## src/rtl/tour_sched.sv

```systemverilog
// Knight's-tour scheduler: accepts a tour command, launches the solver with a
// timeout, hands off to the command generator and counts move completions.
module tour_sched #(
  parameter int NUM_RESP = 48,
  parameter int TMO_W    = 24
) (
  input  logic        clk,
  input  logic        rst_n,
  input  logic [15:0] cmd_UART,
  input  logic        cmd_rdy_UART,
  input  logic        tour_done,
  input  logic        send_resp,
  output logic        go,
  output logic [2:0]  x_start,
  output logic [2:0]  y_start,
  output logic        start_tour,
  output logic        tour_busy,
  output logic        tour_cplt,
  output logic        tour_err,
  output logic [1:0]  state_o
);

  localparam int CNT_W = $clog2(NUM_RESP) + 1;
  localparam logic [3:0] TOUR_OP = 4'b0110;
  localparam logic [CNT_W-1:0] LAST_RESP = CNT_W'(NUM_RESP - 1);
  // Timer value one short of all-ones: the error registers as the count reaches all-ones.
  localparam logic [TMO_W-1:0] TMO_LAST = {{(TMO_W-1){1'b1}}, 1'b0};

  typedef enum logic [1:0] {IDLE = 2'd0, SOLVE = 2'd1, START = 2'd2, RUN = 2'd3} state_e;

  // Handshakes: go, start_tour, tour_cplt and tour_err are single-cycle
  // registered pulses; cmd_rdy_UART is a level whose rising edge is the request.
  state_e            state_q, state_d;
  logic              rdy_q, rdy_prev_q;
  logic [TMO_W-1:0]  timer_q, timer_d;
  logic [CNT_W-1:0]  cnt_q, cnt_d;
  logic [2:0]        x_q, x_d, y_q, y_d;
  logic              go_q, go_d, start_q, start_d, cplt_q, cplt_d, err_q, err_d;
  logic              busy_q, busy_d;
  logic              rise, is_tour, sq_ok, tmo;

  assign rise    = rdy_q & ~rdy_prev_q;
  assign is_tour = (cmd_UART[15:12] == TOUR_OP);
  assign sq_ok   = ~cmd_UART[7] & ~cmd_UART[3];
  assign tmo     = (timer_q == TMO_LAST);

  always_comb begin
    state_d = state_q;
    timer_d = timer_q;
    cnt_d   = cnt_q;
    x_d     = x_q;
    y_d     = y_q;
    go_d    = 1'b0;
    start_d = 1'b0;
    cplt_d  = 1'b0;
    err_d   = 1'b0;
    case (state_q)
      IDLE: begin
        if (rise && is_tour) begin
          if (sq_ok) begin
            x_d     = cmd_UART[6:4];
            y_d     = cmd_UART[2:0];
            go_d    = 1'b1;
            timer_d = '0;
            state_d = SOLVE;
          end else begin
            err_d = 1'b1;
          end
        end
      end
      SOLVE: begin
        timer_d = timer_q + TMO_W'(1);
        if (tour_done) begin
          state_d = START;
        end else if (tmo) begin
          err_d   = 1'b1;
          state_d = IDLE;
        end
      end
      START: begin
        start_d = 1'b1;
        cnt_d   = '0;
        state_d = RUN;
      end
      RUN: begin
        if (send_resp) begin
          if (cnt_q == LAST_RESP) begin
            cplt_d  = 1'b1;
            state_d = IDLE;
          end else begin
            cnt_d = cnt_q + CNT_W'(1);
          end
        end
      end
      default: state_d = IDLE;
    endcase
    busy_d = (state_d != IDLE);
  end

  always_ff @(posedge clk or negedge rst_n) begin
    if (!rst_n) begin
      state_q    <= IDLE;
      rdy_q      <= 1'b0;
      rdy_prev_q <= 1'b0;
      timer_q    <= '0;
      cnt_q      <= '0;
      x_q        <= '0;
      y_q        <= '0;
      go_q       <= 1'b0;
      start_q    <= 1'b0;
      cplt_q     <= 1'b0;
      err_q      <= 1'b0;
      busy_q     <= 1'b0;
    end else begin
      state_q    <= state_d;
      rdy_q      <= cmd_rdy_UART;
      rdy_prev_q <= rdy_q;
      timer_q    <= timer_d;
      cnt_q      <= cnt_d;
      x_q        <= x_d;
      y_q        <= y_d;
      go_q       <= go_d;
      start_q    <= start_d;
      cplt_q     <= cplt_d;
      err_q      <= err_d;
      busy_q     <= busy_d;
    end
  end

  assign go         = go_q;
  assign x_start    = x_q;
  assign y_start    = y_q;
  assign start_tour = start_q;
  assign tour_busy  = busy_q;
  assign tour_cplt  = cplt_q;
  assign tour_err   = err_q;
  assign state_o    = state_q;

endmodule
```

## config.mk

```make
export PLATFORM = sky130hd
export DESIGN_NAME = tour_sched
export DESIGN_NICKNAME = d
export VERILOG_FILES = /design/src/rtl/tour_sched.sv
export SDC_FILE = /design/constraint.sdc
export NUM_CORES = 1
export LEC_CHECK = 0
export BUFFER_PORTS_ARGS = -buffer_cell sky130_fd_sc_hd__buf_2
export CORE_MARGIN = 2
export CORE_UTILIZATION = 50
export CTS_CLUSTER_SIZE = 10
export DETAILED_ROUTE_END_ITERATION = 8
export GPL_ROUTABILITY_DRIVEN = 0
export PLACE_DENSITY_LB_ADDON = 0.2
export SYNTH_ARGS = -nofsm -noshare
export SYNTH_HDL_FRONTEND = slang
export SYNTH_SLANG_ARGS = --single-unit
```

## constraint.sdc

```tcl
create_clock -name clk -period 1.9 [get_ports clk]
set_input_delay 0.19 -clock clk [delete_from_list [all_inputs] [get_ports clk]]
set_output_delay 0.19 -clock clk [all_outputs]
set_load 0.03 [all_outputs]
```

## Word level (Yosys, flattened, before mapping)

Index checks and enable logic that the tools add are counted.

- Register bits: 46
- Output and inout port bits: 13
- Word-level logic and storage cells: 62
- Bits of input ports: 21

- Muxes and demuxes: 25
- Equal/unequal tests: 10
- Reduce and logical (&&, ||, !) cells: 8
- Bitwise operators: 5
- $add $sub $neg: 2

Operators with widths:

| cell | number |
|---|---|
| $mux 24 | 2 |
| $pmux 24 s2 | 1 |
| $add 24x1->24 const B | 1 |
| $eq 24x24->1 const B | 1 |
| $mux 7 | 2 |
| $pmux 7 s2 | 1 |
| $mux 2 | 6 |
| $mux 1 | 11 |
| $reduce_and 3->1 | 3 |
| $ne 2x2->1 const B | 4 |
| $pmux 2 s4 | 1 |
| $add 7x1->7 const B | 1 |
| $eq 7x6->1 const B | 1 |
| $reduce_bool 2->1 | 3 |
| $eq 2x2->1 const B | 2 |
| $eq 4x3->1 const B | 1 |
| $not 1->1 | 3 |
| $and 1x1->1 | 2 |
| $eq 2x1->1 const B | 1 |
| $logic_not 2->1 | 1 |
| $pmux 1 s2 | 1 |
| $logic_and 1x1->1 | 1 |

## Depth between registers and ports, before layout

- Word-level depth: 6
- Gate-level depth with buffers: 7
- Depth with buffers taken out: 5

## Worst setup path after synthesis

No wires, ideal clock.

- Kind: reg2reg
- Start: reg state_q[0], in the netlist state_o[0]
- End: reg timer_q[21]
- Path slack: -0.025 ns
- Data required time: 1.821 ns
- Data arrival time: 1.846 ns
- Cell stages (with the launch flop): 7
- Buffers on the path: 2
- Period minus slack after synthesis: 1.925 ns
- Library setup time: 0.079 ns
- Cell sequence: dfrtp_1 > buf_2 > nor4b_4 > a31oi_1 > buf_2 > nor4b_1 > mux2i_1

- Word-level cells in the longest chain between the ends: 3
- Elaborated cells on any way between the ends: 7
- Classes of those cells: eq/ne: 3; mux: 1; reduce/logical: 3

Ends and longest elaborated chain:

| what | RTL line | source |
|---|---|---|
| from (decl) | 33 | `state_e state_q, state_d;` |
| from (signal assigned) | 115 | `state_q <= state_d;` |
| $eq 2x1->1 or $logic_not 2->1 (tied branches) | 57 | `case (state_q)` |
| $reduce_bool 2->1 (no line) or $ne 2x2->1 (tied branches) | -- |  |
| $reduce_and 3->1 (no line) | -- |  |
| to (signal assigned) | 118 | `timer_q <= timer_d;` |
| to (decl) | 35 | `logic [TMO_W-1:0] timer_q, timer_d;` |

Several ways; a longest one is shown, not always the timed one.
A chain may end at the register's enable or synchronous reset.

## Worst setup path in the final report

- Start: reg state_q[0], in the netlist state_o[0]
- End: reg state_q[0], in the netlist state_o[0]

- Word-level cells in the longest chain between the ends: 3
- Elaborated cells on any way between the ends: 11
- Classes of those cells: eq/ne: 3; mux: 7; reduce/logical: 1

Ends and longest elaborated chain:

| what | RTL line |
|---|---|
| $mux 2 (on tied branches) | 87, 60, 75 |
| $mux 2 (on tied branches) | 86, 59, 73 |
| $pmux 2 s4 * | 57 |
| net state_d[0] | 33 |

The timed path passes the listed nets; every way through them passes the cells marked *.

==> metrics.md <==
| Metric | Value |
|---|---|
| Switch share | `33.6%` |
| Hold crit path type | `primary input to flop` |
| #FFs+latches synth | `46` |
| Logic pwr share | `29.9%` |
| CORE AREA | `4350 sq um` |
| Clk root buf | `clkbuf_8` |
| Ys flop type | `dfrtp_1` |
| YS warnings | `0` |
| Via count of the first global-routing pass | `1797` |
| Final Hold Fails | `0` |
| Hold path depth | `3` |
| Total power | `2.67 mW` |
| Number of max-cap violations | `0` |
| Fin crit share | `94.6%` |
| Via count | `1891` |
| Initial detailed-routing violation count | `81` |
| P_leak | `1.30 nW` |
| Area contributors post-synth | `dfrtp_1 (51%), nand2_1 (8.0%), mux2i_1 (4.4%), nand3_1 (3.3%), o21ai_0 (2.4%)` |
| Netlist cell types | `41` |
| Die Y | `71.3 microns` |
| Most numerous cell in the Yosys netlist | `nand2_1` |
| Initial core utilization | `52.0%` |
| Setup TNS Final | `0 ns` |
| Post-synth top area share | `50.8%` |
| CP max FO | `13` |
| Achievable Freq | `557 MHz` |
| RSZ-0062 raised after global routing | `yes` |
| Status | `complete, no violations` |
| Die area | `5090 sq um` |
| First-pass GRT wire length | `8.11 mm` |
| Post-synth EDFFs | `0` |
| Max-slew violations | `0` |
| Synth async-reset ratio | `100%` |
| Dominant cell type by area after synthesis | `dfrtp_1` |
| Slew margin rel. | `51.2%` |
| CTS tree | `built` |
| Pre-antenna DRT Iters | `4` |
| Clock Power Share | `23.4%` |
| DR WL/cell | `13.8 microns` |
| Syn Area/Cell | `9.77 sq um` |
| Initial antenna violation count | `0` |
| Total Routing Usage GR | `20.2%` |
| Clock Path Buffers | `2` |
| Post-route minimum period | `1.80 ns` |
| Num CTS Buffers | `5` |
| Routed WL | `4.67 mm` |
| Clk sinks | `46` |
| Seq pwr share | `46.7%` |
| Largest net degree at the start of global routing | `26` |
| P_sw | `0.898 mW` |
| # rows | `24` |
| Setup crit start kind | `flop` |
| Post-Syn Area | `2270 sq um` |
| Critical Path End Type | `flop` |
| Clock transition at the registers of the reported paths | `0.09 ns` |
| Residual DRC count | `0` |
| Cells after Synth | `232` |
| Area Growth Syn to Fin | `22.2%` |
| Peak VDD IR | `0.610 mV` |
| Port bufs | `29` |
| CP Data Arrival Time | `2.00 ns` |
| DRT antenna net count | `0` |
| Layout cells sized above 1 | `24.5%` |
| R2R depth | `6` |
| Syn nets | `256` |
| Final setup viols | `0` |
| Via/cell ratio | `5.59` |
| Pwr/cell area | `965 nW/um^2` |
| Top Ports | `34` |
| Die W | `71.3 microns` |
| Final Util | `63.6%` |
| Actual slew at the worst max-slew pin | `0.723 ns` |
| Cell area after layout | `2770 sq um` |
| Total gr overflow | `0` |
| Placed Area | `2610 sq um` |
| Most frequent cells after synthesis | `nand2_1 (48), dfrtp_1 (46), nand3_1 (15)` |
| # diodes | `0` |
| Clock Skew | `0.00769 ns` |
| Layout net count | `309` |
| P_int | `1.77 mW` |
| CTS H-Tree Depth | `2` |
| HPWL Detailed | `3.36 mm` |
| Latest clock arrival within the worst-skew pair | `0.30 ns` |
| Type of the worst setup path | `flop to flop` |
| Min Hold Slack | `0.0807 ns` |
| CP Data Required Time | `2.11 ns` |
| Sequential cell area fraction in the yosys report | `50.8%` |
## layer usage
layer / track usage [%] / share of wire [%] / vias to the layer above
met5: 0 / 0 / -
met4: 6.29 / 1.3 / 0
met3: 4.22 / 5.4 / 6
met2: 32.7 / 46 / 53
met1: 27.5 / 48 / 883
li1: - / - / 949
## stage by stage
step | instances | setup slack [ns]
after floorplan | 232 | 0.0171
after global placement | 325 | 0.116
after detailed placement | 325 | 0.0371
after CTS | 335 | 0.0706
after global routing | 338 | -0.00712
final | 338 | 0.103
## layout make-up
cell class                 count  area [sq um]
timing repair buffer          53           343
clock inverter                 2          12.5
fill                         371          1590
inverter                       5          18.8
tap                           52          65.1
multi-input combinational    174          1100
sequential                    46          1150
clock buffer                   6          82.6
## critical path, cell delays in order, from the launching register on
cell and delay (ns):
dfrtp_1 0.42, nor4b_4 0.38, nand3_1 0.28, inv_1 0.23, buf_4 0.24, a21oi_1 0.07, o31ai_1 0.07
## what timing repair did
item,CTS,global route
setup buffers,0,3
hold buffers,2,0
setup endpoints to repair,0,6
resized for setup,0,5
hold endpoints to repair,22,0
## power by group through the flow
stage | clock [mW] | sequential [mW] | combinational [mW]
after floorplan | 0 | 1.33 | 0.373
after CTS | 0.641 | 1.26 | 0.732
after global routing | 0.677 | 1.26 | 0.912
after detailed placement | 0 | 1.27 | 0.728
after global placement | 0 | 1.27 | 0.713
final | 0.624 | 1.25 | 0.800
## placed cells by master, fill, tap and decap left out, drive strengths merged, types with 6 or more instances in the layout
cell and instances:
o21ai 12, mux2i 10, nor2 8, dfrtp 46, clkbuf 6, a21oi 10
buf 51, nand2 48, nand4 9, nand3 15, or3 8
## cells by family after synthesis
group                    share of synthesized area [%]
adder cells (fa/ha/maj)                           1.66
flip-flops                                        50.8
AND/OR/NAND/NOR                                   28.5
XOR/XNOR                                          1.55
AO/OA/AOI/OAI                                     10.8
buffers and inverters                             2.26
multiplexers                                      4.42
## registers in the layout (all words and copies together) (netlist names)
register    flops
tour_busy       1
tour_cplt       1
start_tour      1
state_o         2
timer_q        24
x_start         3
y_start         3
rdy_q           1
go              1
cnt_q           7
rdy_prev_q      1
tour_err        1
## path summary, 6_finish.rpt
path	from	to	slack, ns
worst max-delay path	state_o[0]	state_o[0]	0.10
worst min-delay path	cmd_UART[6]	x_start[2]	0.08
worst max register to register	state_o[0]	state_o[0]	0.10
worst min register to register	rdy_q	rdy_prev_q	0.39
max in group asynchronous	rst_n	timer_q[5]	0.99
min in group asynchronous	rst_n	cnt_q[1]	0.39
(Power assumes the default switching activity.)
